--- src/rtl/conversor_bcd_pkg.sv ---
// Shared types and defaults for the product-to-BCD converter.
package conversor_bcd_pkg;

  localparam int unsigned LARGURA_PADRAO = 8;
  localparam int unsigned DIGITOS_PADRAO = 3;

  typedef logic [3:0] digito_bcd_t;

  typedef enum logic [0:0] {
    OCIOSO   = 1'b0,
    CONVERTE = 1'b1
  } estado_t;

endpackage

--- src/rtl/ajuste_bcd.sv ---
// Double-dabble correction for one BCD nibble: add 3 when the nibble is 5 or more.
module ajuste_bcd (
  input  logic [3:0] digito,
  output logic [3:0] ajustado_c
);

  always_comb begin
    ajustado_c = digito;
    if (digito >= 4'd5) ajustado_c = digito + 4'd3;
  end

endmodule

--- src/rtl/conversor_bcd_produto.sv ---
// Sequential binary-to-BCD converter (shift-add-3, one bit per clock) fed by the
// multiplier's Done pulse, with a one-entry pending buffer for back-to-back products.
module conversor_bcd_produto
  import conversor_bcd_pkg::*;
#(
  parameter int unsigned LARGURA = LARGURA_PADRAO,
  parameter int unsigned DIGITOS = DIGITOS_PADRAO
) (
  input  logic               Clk,
  input  logic               Rst_n,
  input  logic               Done,
  input  logic [LARGURA-1:0] Produto,
  output logic [3:0]         Centena,
  output logic [3:0]         Dezena,
  output logic [3:0]         Unidade,
  output logic               Valido,
  output logic               Ocupado,
  output logic               Perdido
);

  localparam int unsigned BCD_W = 4 * DIGITOS;
  localparam int unsigned CW    = $clog2(LARGURA + 1);

  estado_t            estado_q, estado_d;
  logic [CW-1:0]      cnt_q, cnt_d;
  logic [LARGURA-1:0] bin_q, bin_d;
  logic [BCD_W-1:0]   bcd_q, bcd_d;
  logic [LARGURA-1:0] pend_val_q, pend_val_d;
  logic               pend_cheio_q, pend_cheio_d;
  digito_bcd_t        centena_q, centena_d;
  digito_bcd_t        dezena_q, dezena_d;
  digito_bcd_t        unidade_q, unidade_d;
  logic               valido_q, valido_d;
  logic               ocupado_q, ocupado_d;
  logic               perdido_q, perdido_d;

  logic [BCD_W-1:0]   bcd_ajustado_c;
  logic [BCD_W-1:0]   bcd_desl_c;
  logic [LARGURA-1:0] bin_desl_c;
  logic               ultimo_c;
  logic               unused_msb_c;

  for (genvar g = 0; g < DIGITOS; g++) begin : g_ajuste
    ajuste_bcd u_ajuste (
      .digito     (bcd_q[4*g +: 4]),
      .ajustado_c (bcd_ajustado_c[4*g +: 4])
    );
  end

  // One double-dabble step: corrected BCD and binary shift left together.
  assign bcd_desl_c   = {bcd_ajustado_c[BCD_W-2:0], bin_q[LARGURA-1]};
  assign bin_desl_c   = {bin_q[LARGURA-2:0], 1'b0};
  assign unused_msb_c = bcd_ajustado_c[BCD_W-1];
  assign ultimo_c     = (estado_q == CONVERTE) && (cnt_q == CW'(1));

  always_ff @(posedge Clk) begin
    if (!Rst_n) begin
      estado_q     <= OCIOSO;
      cnt_q        <= '0;
      bin_q        <= '0;
      bcd_q        <= '0;
      pend_val_q   <= '0;
      pend_cheio_q <= 1'b0;
      centena_q    <= '0;
      dezena_q     <= '0;
      unidade_q    <= '0;
      valido_q     <= 1'b0;
      ocupado_q    <= 1'b0;
      perdido_q    <= 1'b0;
    end else begin
      estado_q     <= estado_d;
      cnt_q        <= cnt_d;
      bin_q        <= bin_d;
      bcd_q        <= bcd_d;
      pend_val_q   <= pend_val_d;
      pend_cheio_q <= pend_cheio_d;
      centena_q    <= centena_d;
      dezena_q     <= dezena_d;
      unidade_q    <= unidade_d;
      valido_q     <= valido_d;
      ocupado_q    <= ocupado_d;
      perdido_q    <= perdido_d;
    end
  end

  // Stay converting after the final bit whenever another product is waiting.
  always_comb begin
    estado_d = estado_q;
    unique case (estado_q)
      OCIOSO:   if (Done) estado_d = CONVERTE;
      CONVERTE: if (ultimo_c && !pend_cheio_q && !Done) estado_d = OCIOSO;
      default:  estado_d = OCIOSO;
    endcase
  end

  always_comb begin
    cnt_d        = cnt_q;
    bin_d        = bin_q;
    bcd_d        = bcd_q;
    pend_val_d   = pend_val_q;
    pend_cheio_d = pend_cheio_q;
    centena_d    = centena_q;
    dezena_d     = dezena_q;
    unidade_d    = unidade_q;
    valido_d     = 1'b0;
    perdido_d    = perdido_q;
    ocupado_d    = (estado_d == CONVERTE);

    if (estado_q == OCIOSO) begin
      if (Done) begin
        bin_d = Produto;
        bcd_d = '0;
        cnt_d = CW'(LARGURA);
      end
    end else begin
      bin_d = bin_desl_c;
      bcd_d = bcd_desl_c;
      cnt_d = cnt_q - CW'(1);
      if (ultimo_c) begin
        unidade_d = bcd_desl_c[3:0];
        dezena_d  = bcd_desl_c[7:4];
        centena_d = bcd_desl_c[11:8];
        valido_d  = 1'b1;
        // The waiting product has priority; a simultaneous Done refills the buffer.
        if (pend_cheio_q) begin
          bin_d = pend_val_q;
          bcd_d = '0;
          cnt_d = CW'(LARGURA);
          if (Done) pend_val_d = Produto;
          else      pend_cheio_d = 1'b0;
        end else if (Done) begin
          bin_d = Produto;
          bcd_d = '0;
          cnt_d = CW'(LARGURA);
        end
      end else if (Done) begin
        pend_val_d   = Produto;
        pend_cheio_d = 1'b1;
        if (pend_cheio_q) perdido_d = 1'b1;
      end
    end
  end

  assign Centena = centena_q;
  assign Dezena  = dezena_q;
  assign Unidade = unidade_q;
  assign Valido  = valido_q;
  assign Ocupado = ocupado_q;
  assign Perdido = perdido_q;

endmodule

--- config.mk ---
export PLATFORM = sky130hd
export DESIGN_NAME = conversor_bcd_produto
export DESIGN_NICKNAME = d
export VERILOG_FILES = /design/src/rtl/conversor_bcd_pkg.sv /design/src/rtl/ajuste_bcd.sv /design/src/rtl/conversor_bcd_produto.sv
export SDC_FILE = /design/constraint.sdc
export NUM_CORES = 1
export LEC_CHECK = 0
export CORE_MARGIN = 2
export CORE_UTILIZATION = 35
export CTS_BUF_LIST = sky130_fd_sc_hd__clkbuf_16
export DETAILED_ROUTE_END_ITERATION = 6
export DONT_BUFFER_PORTS = 1
export SLEW_MARGIN = 30
export SYNTH_ARGS = -nofsm -noshare
export SYNTH_HDL_FRONTEND = slang
export SYNTH_SLANG_ARGS = --single-unit
--- constraint.sdc ---
create_clock -name Clk -period 1.94 [get_ports Clk]
set_input_delay 0.194 -clock Clk [delete_from_list [all_inputs] [get_ports Clk]]
set_output_delay 0.194 -clock Clk [all_outputs]
set_load 0.05 [all_outputs]
## Word-level counts from Yosys, hierarchy flattened

Index checks and enable logic that the tools add are counted.

- $add $sub $neg: 4
- $lt $le $gt $ge: 3
- Eq/ne operators: 2
- Multiplexer cells: 28
- Bitwise logic cells: 2
- Reduce and logical (&&, ||, !) cells: 12

Operators with widths:

| cell | count |
|---|---|
| $mux W8 | 8 |
| $mux W12 | 5 |
| $mux W4 | 7 |
| $ge A4 B3 Y1 const B | 3 |
| $add A4 B2 Y4 const B | 2 |
| $reduce_and A2 Y1 | 4 |
| $mux W1 | 6 |
| $eq A4 B1 Y1 const B | 1 |
| $reduce_and A4 Y1 | 1 |
| $reduce_bool A2 Y1 | 2 |
| $sub A4 B1 Y4 const B | 1 |
| $add A3 B2 Y3 const B | 1 |
| $logic_and A1 B1 Y1 | 3 |
| $mux W3 | 1 |
| $logic_not A1 Y1 | 2 |
| $ne A2 B2 Y1 const B | 1 |
| $not A1 Y1 | 2 |
| $pmux W1 S2 | 1 |

- Bits in registers: 48
- Logic and storage cells: 62

## Logic depth before layout (Yosys ltp)

Gate-level depths: netlist of run 1.

- Depth in word-level cells: 6
- Mapped depth: 8
- Depth with buffers taken out: 6

## Cells and area by module

Synthesis of run 1 repeated with hierarchy kept, for this count alone.

- Cell total of the unflattened synthesis: 247
- Area, all modules: 2249.7 µm²

Modules (own cells, without submodules):

| module | times used | cells an instance | area each (µm²) |
|---|---|---|---|
| conversor_bcd_produto | 1 | 199 | 1945.6 |
| ajuste_bcd | 3 | 16 | 101.3 |

## Worst setup path after synthesis of run 1

No wires, ideal clock.

- Path kind: reg2reg
- From: register, netlist name Ocupado
- To: register bin_q[2]
- Arrival time: 1.680 ns
- Required time: 1.866 ns
- Setup slack: 0.185 ns
- Stages on the path, launching flop included: 7
- Clock period less this slack: 1.755 ns
- Cells stage by stage: dfxtp_1 nor4bb_1 buf_2 and2_1 buf_2 a22oi_1 a31oi_1

RTL lines:

| element | RTL line | RTL |
|---|---|---|
| end signal, assigned | conversor_bcd_produto.sv:73 | `bin_q <= bin_d;` |
| end, declared | conversor_bcd_produto.sv:26 | `logic [LARGURA-1:0] bin_q, bin_d;` |

## Final worst setup path of run 1

- From: register cnt_q[0]
- To: register cnt_q[1]

- Cells in the longest elaborated chain, start to end: 5

RTL lines:

| element | RTL line | RTL |
|---|---|---|
| start, declared | conversor_bcd_produto.sv:25 | `logic [CW-1:0] cnt_q, cnt_d;` |
| start signal, assigned | conversor_bcd_produto.sv:72 | `cnt_q <= cnt_d;` |
| $sub A4 B1 Y4 | conversor_bcd_produto.sv:118 | `cnt_d = cnt_q - CW'(1);` |
| $mux W4 | conversor_bcd_produto.sv:131 | `end else if (Done) begin` |
| $mux W4 | conversor_bcd_produto.sv:125 | `if (pend_cheio_q) begin` |
| $mux W4 * | conversor_bcd_produto.sv:119 | `if (ultimo_c) begin` |
| $mux W4 * | conversor_bcd_produto.sv:109 | `if (estado_q == OCIOSO) begin` |

Mark *: on every way between the ends. The rest lies on a longest branch, timed or not.
A chain may end at the register's enable or synchronous reset.

==> impl_metrics.prom, run 1 <==
# TYPE chip_impl_metric gauge
chip_impl_metric{name="grt_first_pass_wirelength",unit="mm"} 7.955
chip_impl_metric{name="worst_ep_required_time",unit="ns"} 2.12
chip_impl_metric{name="dieWidth",unit="um"} 82.07
chip_impl_info{name="cts-root-buf",value="sky130_fd_sc_hd__clkbuf_16"} 1
chip_impl_metric{name="final.hold.worst_slack",unit="ns"} 0.02560
chip_impl_metric{name="synth.yosys.seq_area_share",unit=""} 0.4504
chip_impl_metric{name="fin_worst_skew",unit="ns"} 0.006147
chip_impl_metric{name="layout-drive-gt1-share",unit=""} 0.1124
chip_impl_info{name="synth.largest_area_cell",value="sky130_fd_sc_hd__dfxtp_1"} 1
chip_impl_metric{name="ctsHtreeMaxLevel",unit=""} 2
chip_impl_metric{name="syn-mean-instance-area",unit="um^2"} 8.707
chip_impl_info{name="outcome",value="finished clean"} 1
chip_impl_metric{name="num-fill-cells",unit=""} 602
chip_impl_metric{name="postLayoutCoreUtil",unit=""} 0.4038
chip_impl_metric{name="detail_route.iter0.violations",unit=""} 65
chip_impl_metric{name="worstPathMaxFanout",unit=""} 6
chip_impl_metric{name="critPathMaxStageDelay",unit="ns"} 0.50
chip_impl_metric{name="ys_seq_elements",unit=""} 48
chip_impl_metric{name="min_period",unit="ns"} 1.840
chip_impl_info{name="leading_cell_type_in_the_layout_fill_and_taps_excluded",value="sky130_fd_sc_hd__dfxtp_1"} 1
chip_impl_metric{name="placement_rows",unit=""} 28
chip_impl_metric{name="ys_warn_count",unit=""} 0
chip_impl_metric{name="clock_pin_slew_worst_setup_and_hold_paths",unit="ns"} 0.07
chip_impl_metric{name="synth.lib_cells_used.distinct",unit=""} 38
chip_impl_metric{name="drt-pass1-iter-count",unit=""} 4
chip_impl_metric{name="layoutNonFillerInstCount",unit=""} 324
chip_impl_metric{name="grt_max_degree",unit=""} 29
chip_impl_metric{name="ctsHoldBuffers",unit=""} 0
chip_impl_info{name="hold_class",value="primary input to flop"} 1
chip_impl_metric{name="total_leakage_power",unit="nW"} 0.8416
chip_impl_info{name="tritoncts",value="done"} 1
chip_impl_metric{name="power.density_cell_area",unit="nW/um^2"} 929.1
chip_impl_metric{name="fmax",unit="MHz"} 543.6
chip_impl_metric{name="initial_util",unit=""} 0.3603
chip_impl_metric{name="num_vias",unit=""} 1669
chip_impl_metric{name="finalMaxSlewViolations",unit=""} 0
chip_impl_metric{name="hold_violations_final",unit=""} 0
chip_impl_metric{name="worst_skew_pair.late_latency",unit="ns"} 0.29
chip_impl_metric{name="grt_antenna_before_repair",unit=""} 0
chip_impl_metric{name="synthesis.instances",unit=""} 245
chip_impl_info{name="timing_worst_setup_path_type",value="flop to flop"} 1
chip_impl_metric{name="layout.area.seq",unit="um^2"} 960.9
chip_impl_metric{name="detail_route.vias_per_cell",unit=""} 5.151
chip_impl_info{name="critical_path.startpoint_type",value="flop"} 1
chip_impl_metric{name="die_h",unit="um"} 82.07
chip_impl_metric{name="layout.nets",unit=""} 267
chip_impl_metric{name="placedCellCount",unit=""} 316
chip_impl_metric{name="place.port_buffers",unit=""} 0
chip_impl_metric{name="overflow",unit=""} 0
chip_impl_metric{name="antenna_violating_nets_post_route",unit=""} 0
chip_impl_metric{name="number_of_global_route_vias_before_repair",unit=""} 1663
chip_impl_metric{name="worst_ir_drop_vdd",unit="uV"} 463.7
chip_impl_info{name="yosys-top-cells-area",value="sky130_fd_sc_hd__dfxtp_1, sky130_fd_sc_hd__nand2_1, sky130_fd_sc_hd__ha_1"} 1
chip_impl_metric{name="globalRouteTotalUtil",unit=""} 0.1559
chip_impl_metric{name="crit_arrival",unit="ns"} 2.02
chip_impl_metric{name="post-dp-hpwl",unit="mm"} 3.170
chip_impl_metric{name="final.setup.worst_slack",unit="ns"} 0.1003
chip_impl_info{name="crit_path_cell_trace",value="ha_1, or3b_2, o21ai_2, o21ai_0, and2_1"} 1
chip_impl_info{name="layout_common_cells",value="sky130_fd_sc_hd__dfxtp_1, sky130_fd_sc_hd__nand2_1, sky130_fd_sc_hd__nor2_1, sky130_fd_sc_hd__o21ai_0, sky130_fd_sc_hd__a21oi_1"} 1
chip_impl_info{name="synth_ff_type",value="sky130_fd_sc_hd__dfxtp_1"} 1
chip_impl_metric{name="design.core.area",unit="um^2"} 5921
chip_impl_metric{name="synth_fp_nets",unit=""} 264
chip_impl_metric{name="ios",unit=""} 26
chip_impl_metric{name="worst-path-buf-inv",unit=""} 0
chip_impl_metric{name="worstMarginPinSlew",unit="ns"} 0.5284
chip_impl_metric{name="postRouteWirelength",unit="mm"} 4.652
chip_impl_info{name="grt_setup_unrepaired",value="false"} 1
chip_impl_metric{name="remaining_drc_errors",unit=""} 0
chip_impl_metric{name="synth_enable_flop_cells",unit=""} 0
chip_impl_metric{name="cts_sinks",unit=""} 48
chip_impl_metric{name="mappedNetlistArea",unit="um^2"} 2133
chip_impl_metric{name="routedWlPerCell",unit="um"} 14.36
chip_impl_metric{name="areaGrowthSynthToFinish",unit="%"} 12.08
chip_impl_info{name="cp-end-kind",value="flop"} 1
chip_impl_metric{name="post-synth-top-area-fraction",unit=""} 0.4504
chip_impl_metric{name="setup_viol",unit=""} 0
chip_impl_info{name="worst_path_max_delay_cell",value="sky130_fd_sc_hd__or3b_2"} 1
chip_impl_metric{name="cts_made_buffers",unit=""} 5
chip_impl_metric{name="diode_insertion_count_for_antenna_repair",unit=""} 0
chip_impl_metric{name="die_area",unit="um^2"} 6735
chip_impl_metric{name="multiInputGateArea",unit="um^2"} 1052
chip_impl_metric{name="detailedPlace.worstSlack",unit="ns"} -0.02104
chip_impl_metric{name="fin_crit_sh",unit=""} 0.9483
chip_impl_info{name="path_delay_family",value="simple AND/OR/NAND/NOR gates"} 1
chip_impl_metric{name="maxCapViolations",unit=""} 0
chip_impl_metric{name="cts.path.max_buffers",unit=""} 2
chip_impl_metric{name="ys_async_sr_fraction",unit=""} 0
chip_impl_metric{name="finalWeightedCongestion",unit=""} 0.7636
chip_impl_metric{name="max-slew-margin-rel",unit=""} 0.6472
-- flip-flops by register name (all words and copies together), names as in the netlist --
name,cells
bin_q,8
Dezena,4
cnt_q,4
Perdido,1
pend_cheio_q,1
Valido,1
Unidade,4
bcd_q,12
pend_val_q,8
Ocupado,1
Centena,4
-- synthesized netlist by cell type (2+ instances only) --
cell	instances
sky130_fd_sc_hd__dfxtp_1	48
sky130_fd_sc_hd__nand2_1	31
sky130_fd_sc_hd__nor2_1	21
sky130_fd_sc_hd__o21ai_0	19
sky130_fd_sc_hd__a21oi_1	16
sky130_fd_sc_hd__nand3_1	14
sky130_fd_sc_hd__inv_1	10
sky130_fd_sc_hd__mux2i_1	10
sky130_fd_sc_hd__a31oi_1	9
sky130_fd_sc_hd__a22oi_1	8
sky130_fd_sc_hd__ha_1	8
sky130_fd_sc_hd__clkbuf_1	6
sky130_fd_sc_hd__nor3_1	5
sky130_fd_sc_hd__and2_1	3
sky130_fd_sc_hd__buf_2	3
sky130_fd_sc_hd__mux2_2	3
sky130_fd_sc_hd__nand2b_1	3
sky130_fd_sc_hd__xnor2_1	3
sky130_fd_sc_hd__a21o_1	2
sky130_fd_sc_hd__buf_6	2
sky130_fd_sc_hd__o31ai_1	2
sky130_fd_sc_hd__o32ai_1	2
sky130_fd_sc_hd__or3_1	2
-- logic make-up (layout without fill, tap and decap cells) --
family / after synthesis / after routing / synth area share
flip-flops: 48 / 48 / 0.4504
buffers and inverters: 24 / 28 / 0.05806
AND/OR/NAND/NOR: 86 / 86 / 0.1900
AO/OA/AOI/OAI: 63 / 63 / 0.1795
adder cells (fa/ha/maj): 8 / 8 / 0.04692
XOR/XNOR: 3 / 3 / 0.01232
multiplexers: 13 / 13 / 0.06276
-- metrics by stage --
stage / TNS [ns] / total power [mW] / area [um^2]
after floorplan: 0 / 1.206 / 2133
after global placement: 0 / 1.234 / 2216
after detailed placement: -0.07987 / 1.238 / 2216
after CTS: 0 / 2.239 / 2389
after global routing: 0 / 2.306 / 2391
final: 0 / 2.222 / 2391
-- area by class of cell --
| cell class | count | share of cell area |
|---|---|---|
| Multi-Input combinational cell | 173 | 0.4401 |
| Sequential cell | 48 | 0.4019 |
| Clock buffer | 5 | 0.05233 |
| Tap cell | 75 | 0.03925 |
| Timing Repair Buffer | 10 | 0.03140 |
| Clock inverter | 3 | 0.01936 |
| Inverter | 10 | 0.01570 |
-- repair_timing --
action | in CTS | in global routing
resized for setup | 1 | 1
endpoints found under the setup margin | 5 | 3
setup buffers | 0 | 0
-- layer usage --
layer	vias up	wire length (um)	global-route usage
met3	8	200	0.03956
met5	-	0	0
met4	0	104	0.07333
met2	27	2133	0.2455
li1	858	-	-
met1	776	2213	0.1989
-- report_power, final --
part	leakage (nW)	total [mW]	switching, mW	internal (mW)
Clock	0.0804	1.01	0.392	0.613
Combinational	0.371	0.164	0.0991	0.0648
Sequential	0.390	1.05	0.0345	1.02
Total	0.842	2.22	0.526	1.70
-- final timing paths --
kind              slack (ns)  depth (start not counted)        to     start
hold reg to reg         0.47                          2  bin_q[2]  bin_q[1]
hold / removal          0.03                          2   Ocupado      Done
setup reg to reg        0.10                          5  cnt_q[1]  cnt_q[0]
setup / recovery        0.10                          5  cnt_q[1]  cnt_q[0]
No activity file was read; power rests on OpenSTA's default activity.
==> inputs of run 2 (changes only) <==
--- a/config.mk
+++ b/config.mk
@@ -10,6 +10,8 @@
 export CTS_BUF_LIST = sky130_fd_sc_hd__clkbuf_16
 export DETAILED_ROUTE_END_ITERATION = 6
 export DONT_BUFFER_PORTS = 1
+export HOLD_SLACK_MARGIN = 0.1
+export REMOVE_ABC_BUFFERS = 1
 export SLEW_MARGIN = 30
 export SYNTH_ARGS = -nofsm -noshare
 export SYNTH_HDL_FRONTEND = slang
==> constraint.sdc (replaced) <==
create_clock -name Clk -period 2.12 [get_ports Clk]
set_input_delay 0.212 -clock Clk [delete_from_list [all_inputs] [get_ports Clk]]
set_output_delay 0.212 -clock Clk [all_outputs]
set_load 0.05 [all_outputs]
==> impl_metrics.prom, run 2 (same netlist as run 1, synthesis figures left out) <==
# TYPE chip_impl_metric gauge
chip_impl_info{name="outcome",value="finished clean"} 1
chip_impl_metric{name="ios",unit=""} 26
chip_impl_metric{name="worst-r2r-cell-count",unit=""} 5
chip_impl_info{name="regToRegEndpoint",value="bcd_q[5]"} 1
chip_impl_metric{name="fmax",unit="MHz"} 508.7
chip_impl_metric{name="min_period",unit="ns"} 1.966
chip_impl_metric{name="placement_rows",unit=""} 28
chip_impl_metric{name="hold_violations_final",unit=""} 0
chip_impl_metric{name="wl_met3",unit="um"} 204
chip_impl_metric{name="postCtsResizedCells",unit=""} 0
chip_impl_metric{name="setup_viol",unit=""} 0
chip_impl_metric{name="fin_worst_skew",unit="ns"} 0.003568
chip_impl_info{name="hold_class",value="primary input to flop"} 1
chip_impl_metric{name="design.core.area",unit="um^2"} 5921
chip_impl_metric{name="final.hold.worst_slack",unit="ns"} 0.1043
chip_impl_metric{name="num_vias",unit=""} 1684
chip_impl_info{name="timing_worst_setup_path_type",value="flop to flop"} 1
chip_impl_metric{name="worst_ep_required_time",unit="ns"} 2.28
chip_impl_metric{name="layout-drive-gt1-share",unit=""} 0.07843
chip_impl_metric{name="power.density_cell_area",unit="nW/um^2"} 775.2
chip_impl_info{name="cts-root-buf",value="sky130_fd_sc_hd__clkbuf_16"} 1
chip_impl_metric{name="antenna_violating_nets_post_route",unit=""} 0
chip_impl_metric{name="areaGrowthSynthToFinish",unit="%"} 13.72
chip_impl_metric{name="drt-met1-wl",unit="mm"} 2.226
chip_impl_metric{name="cts.path.max_buffers",unit=""} 2
chip_impl_metric{name="cts_sinks",unit=""} 48
chip_impl_metric{name="critPathMaxStageDelay",unit="ns"} 0.49
chip_impl_metric{name="diode_insertion_count_for_antenna_repair",unit=""} 0
chip_impl_metric{name="globalRouteTotalUtil",unit=""} 0.1465
chip_impl_metric{name="cts_made_buffers",unit=""} 5
chip_impl_metric{name="dieWidth",unit="um"} 82.07
chip_impl_metric{name="layout.nets",unit=""} 273
chip_impl_metric{name="total_leakage_power",unit="nW"} 0.8504
chip_impl_metric{name="route.met2.wl",unit="mm"} 2.114
chip_impl_metric{name="postRouteWirelength",unit="mm"} 4.573
chip_impl_metric{name="worst_skew_pair.late_latency",unit="ns"} 0.28
chip_impl_metric{name="finalWeightedCongestion",unit=""} 0.7938
chip_impl_metric{name="multiInputGateArea",unit="um^2"} 1049
chip_impl_info{name="hp-start",value="Produto[2]"} 1
chip_impl_metric{name="remaining_drc_errors",unit=""} 0
chip_impl_metric{name="crit_arrival",unit="ns"} 2.13
chip_impl_metric{name="grt_max_degree",unit=""} 25
chip_impl_metric{name="worstMarginPinSlew",unit="ns"} 0.6712
chip_impl_metric{name="detail_route.iter0.violations",unit=""} 96
chip_impl_info{name="crit_path_cell_trace",value="ha_1, or3b_2, o21a_1, nand2_1, o21ai_0"} 1
chip_impl_metric{name="post-dp-hpwl",unit="mm"} 3.035
chip_impl_info{name="critical_path.reg2reg.startpoint",value="cnt_q[0]"} 1
chip_impl_info{name="layout_common_cells",value="sky130_fd_sc_hd__dfxtp_1, sky130_fd_sc_hd__nand2_1, sky130_fd_sc_hd__nor2_1, sky130_fd_sc_hd__o21ai_0, sky130_fd_sc_hd__a21oi_1"} 1
chip_impl_metric{name="fin_crit_sh",unit=""} 0.9272
chip_impl_metric{name="ctsHtreeMaxLevel",unit=""} 2
chip_impl_metric{name="ctsHoldBuffers",unit=""} 10
chip_impl_metric{name="die_area",unit="um^2"} 6735
chip_impl_info{name="path_delay_family",value="simple AND/OR/NAND/NOR gates"} 1
chip_impl_metric{name="initial_util",unit=""} 0.3603
chip_impl_metric{name="placedCellCount",unit=""} 312
chip_impl_metric{name="worst-path-buf-inv",unit=""} 0
chip_impl_metric{name="routedWlPerCell",unit="um"} 13.86
chip_impl_metric{name="max-slew-margin-rel",unit=""} 0.5509
chip_impl_metric{name="cts_post_setup_buffers_inserted",unit=""} 0
chip_impl_metric{name="drt-pass1-iter-count",unit=""} 4
chip_impl_metric{name="final.setup.worst_slack",unit="ns"} 0.1544
chip_impl_info{name="critical_path.startpoint_type",value="flop"} 1
chip_impl_metric{name="clock_pin_slew_worst_setup_and_hold_paths",unit="ns"} 0.06
chip_impl_metric{name="worst-r2r-setup-slack",unit="ns"} 0.15
chip_impl_metric{name="layout.area.seq",unit="um^2"} 960.9
chip_impl_metric{name="grt_first_pass_wirelength",unit="mm"} 7.576
chip_impl_metric{name="postLayoutCoreUtil",unit=""} 0.4098
chip_impl_info{name="worst_path_max_delay_cell",value="sky130_fd_sc_hd__or3b_2"} 1
chip_impl_info{name="largest-register",value="bcd_q"} 1
chip_impl_metric{name="worst_ir_drop_vdd",unit="uV"} 420.3
chip_impl_metric{name="die_h",unit="um"} 82.07
chip_impl_info{name="highest-signal-layer",value="met4"} 1
chip_impl_metric{name="total_power",unit="mW"} 1.881
chip_impl_metric{name="num-fill-cells",unit=""} 578
chip_impl_info{name="cp-end-kind",value="flop"} 1
chip_impl_metric{name="finalMaxSlewViolations",unit=""} 0
chip_impl_info{name="grt_setup_unrepaired",value="false"} 1
chip_impl_metric{name="place.port_buffers",unit=""} 0
chip_impl_info{name="leading_cell_type_in_the_layout_fill_and_taps_excluded",value="sky130_fd_sc_hd__dfxtp_1"} 1
chip_impl_metric{name="hold_path_depth",unit=""} 2
chip_impl_info{name="tritoncts",value="done"} 1
chip_impl_metric{name="detailedPlace.worstSlack",unit="ns"} 0.1975
chip_impl_metric{name="layoutNonFillerInstCount",unit=""} 330
chip_impl_metric{name="grt_antenna_before_repair",unit=""} 0
chip_impl_metric{name="overflow",unit=""} 0
chip_impl_metric{name="maxCapViolations",unit=""} 0
chip_impl_metric{name="number_of_global_route_vias_before_repair",unit=""} 1555
chip_impl_info{name="worstHoldEndpoint",value="bin_q[2]"} 1
chip_impl_info{name="reg_top3",value="bcd_q: 12 flops, bin_q: 8 flops, pend_val_q: 8 flops"} 1
chip_impl_metric{name="largest_register_ff_count",unit=""} 12
chip_impl_metric{name="worstPathMaxFanout",unit=""} 13
chip_impl_metric{name="detail_route.vias_per_cell",unit=""} 5.103
## run 2: cell types whose count changed in the layout (fill, tap and decap cells not counted)
cell / previous run / this run
sky130_fd_sc_hd__inv_6: 1 / 0
sky130_fd_sc_hd__o21a_1: 0 / 1
sky130_fd_sc_hd__inv_1: 10 / 11
sky130_fd_sc_hd__bufinv_16: 1 / 0
sky130_fd_sc_hd__o21a_2: 1 / 0
sky130_fd_sc_hd__buf_4: 10 / 6
sky130_fd_sc_hd__nand2_2: 1 / 0
sky130_fd_sc_hd__dlygate4sd3_1: 0 / 10
sky130_fd_sc_hd__nand2_1: 30 / 31
sky130_fd_sc_hd__clkinv_1: 0 / 1
## run 2: worst max path at each step
| stage | cells past startpoint | from | slack, ns | end |
|---|---|---|---|---|
| 5_1_grt | 5 | cnt_q[0] | 0.04 | bcd_q[5] |
| 2_1_floorplan | 4 | Ocupado | -0.19 | bin_q[1] |
| 3_5_place_dp | 5 | cnt_q[0] | 0.20 | bcd_q[1] |
| 4_1_cts | 5 | cnt_q[0] | 0.17 | bcd_q[5] |
| 6_report | 5 | cnt_q[0] | 0.15 | bcd_q[5] |
| 3_3_place_gp | 5 | cnt_q[0] | 0.23 | bcd_q[9] |
## run 2: layout make-up
type | instances | area share
clock buffers | 5 | 0.05157
clock inverters | 3 | 0.006189
inverters | 10 | 0.01547
multi-input cells | 173 | 0.4322
flip-flops and latches | 48 | 0.3961
well taps | 75 | 0.03868
repair buffers | 16 | 0.05982
## run 2: metrics by stage
stage,TNS (ns),area [um^2]
after global placement,0,2186
after floorplan,-1.432,2047
after global routing,0,2426
after detailed placement,0,2186
after CTS,0,2426
final,0,2426
## run 2: layer usage
layer	vias up	GRT usage
met5	-	0
met4	0	0.05000
met3	2	0.03846
met2	24	0.2276
met1	791	0.1965
li1	867	-
## run 2: power by group
| group | internal (mW) | switching [mW] | total (mW) |
|---|---|---|---|
| Clock | 0.429 | 0.324 | 0.753 |
| Sequential | 0.932 | 0.0368 | 0.969 |
| Combinational | 0.0671 | 0.0921 | 0.159 |
| Total | 1.43 | 0.453 | 1.88 |
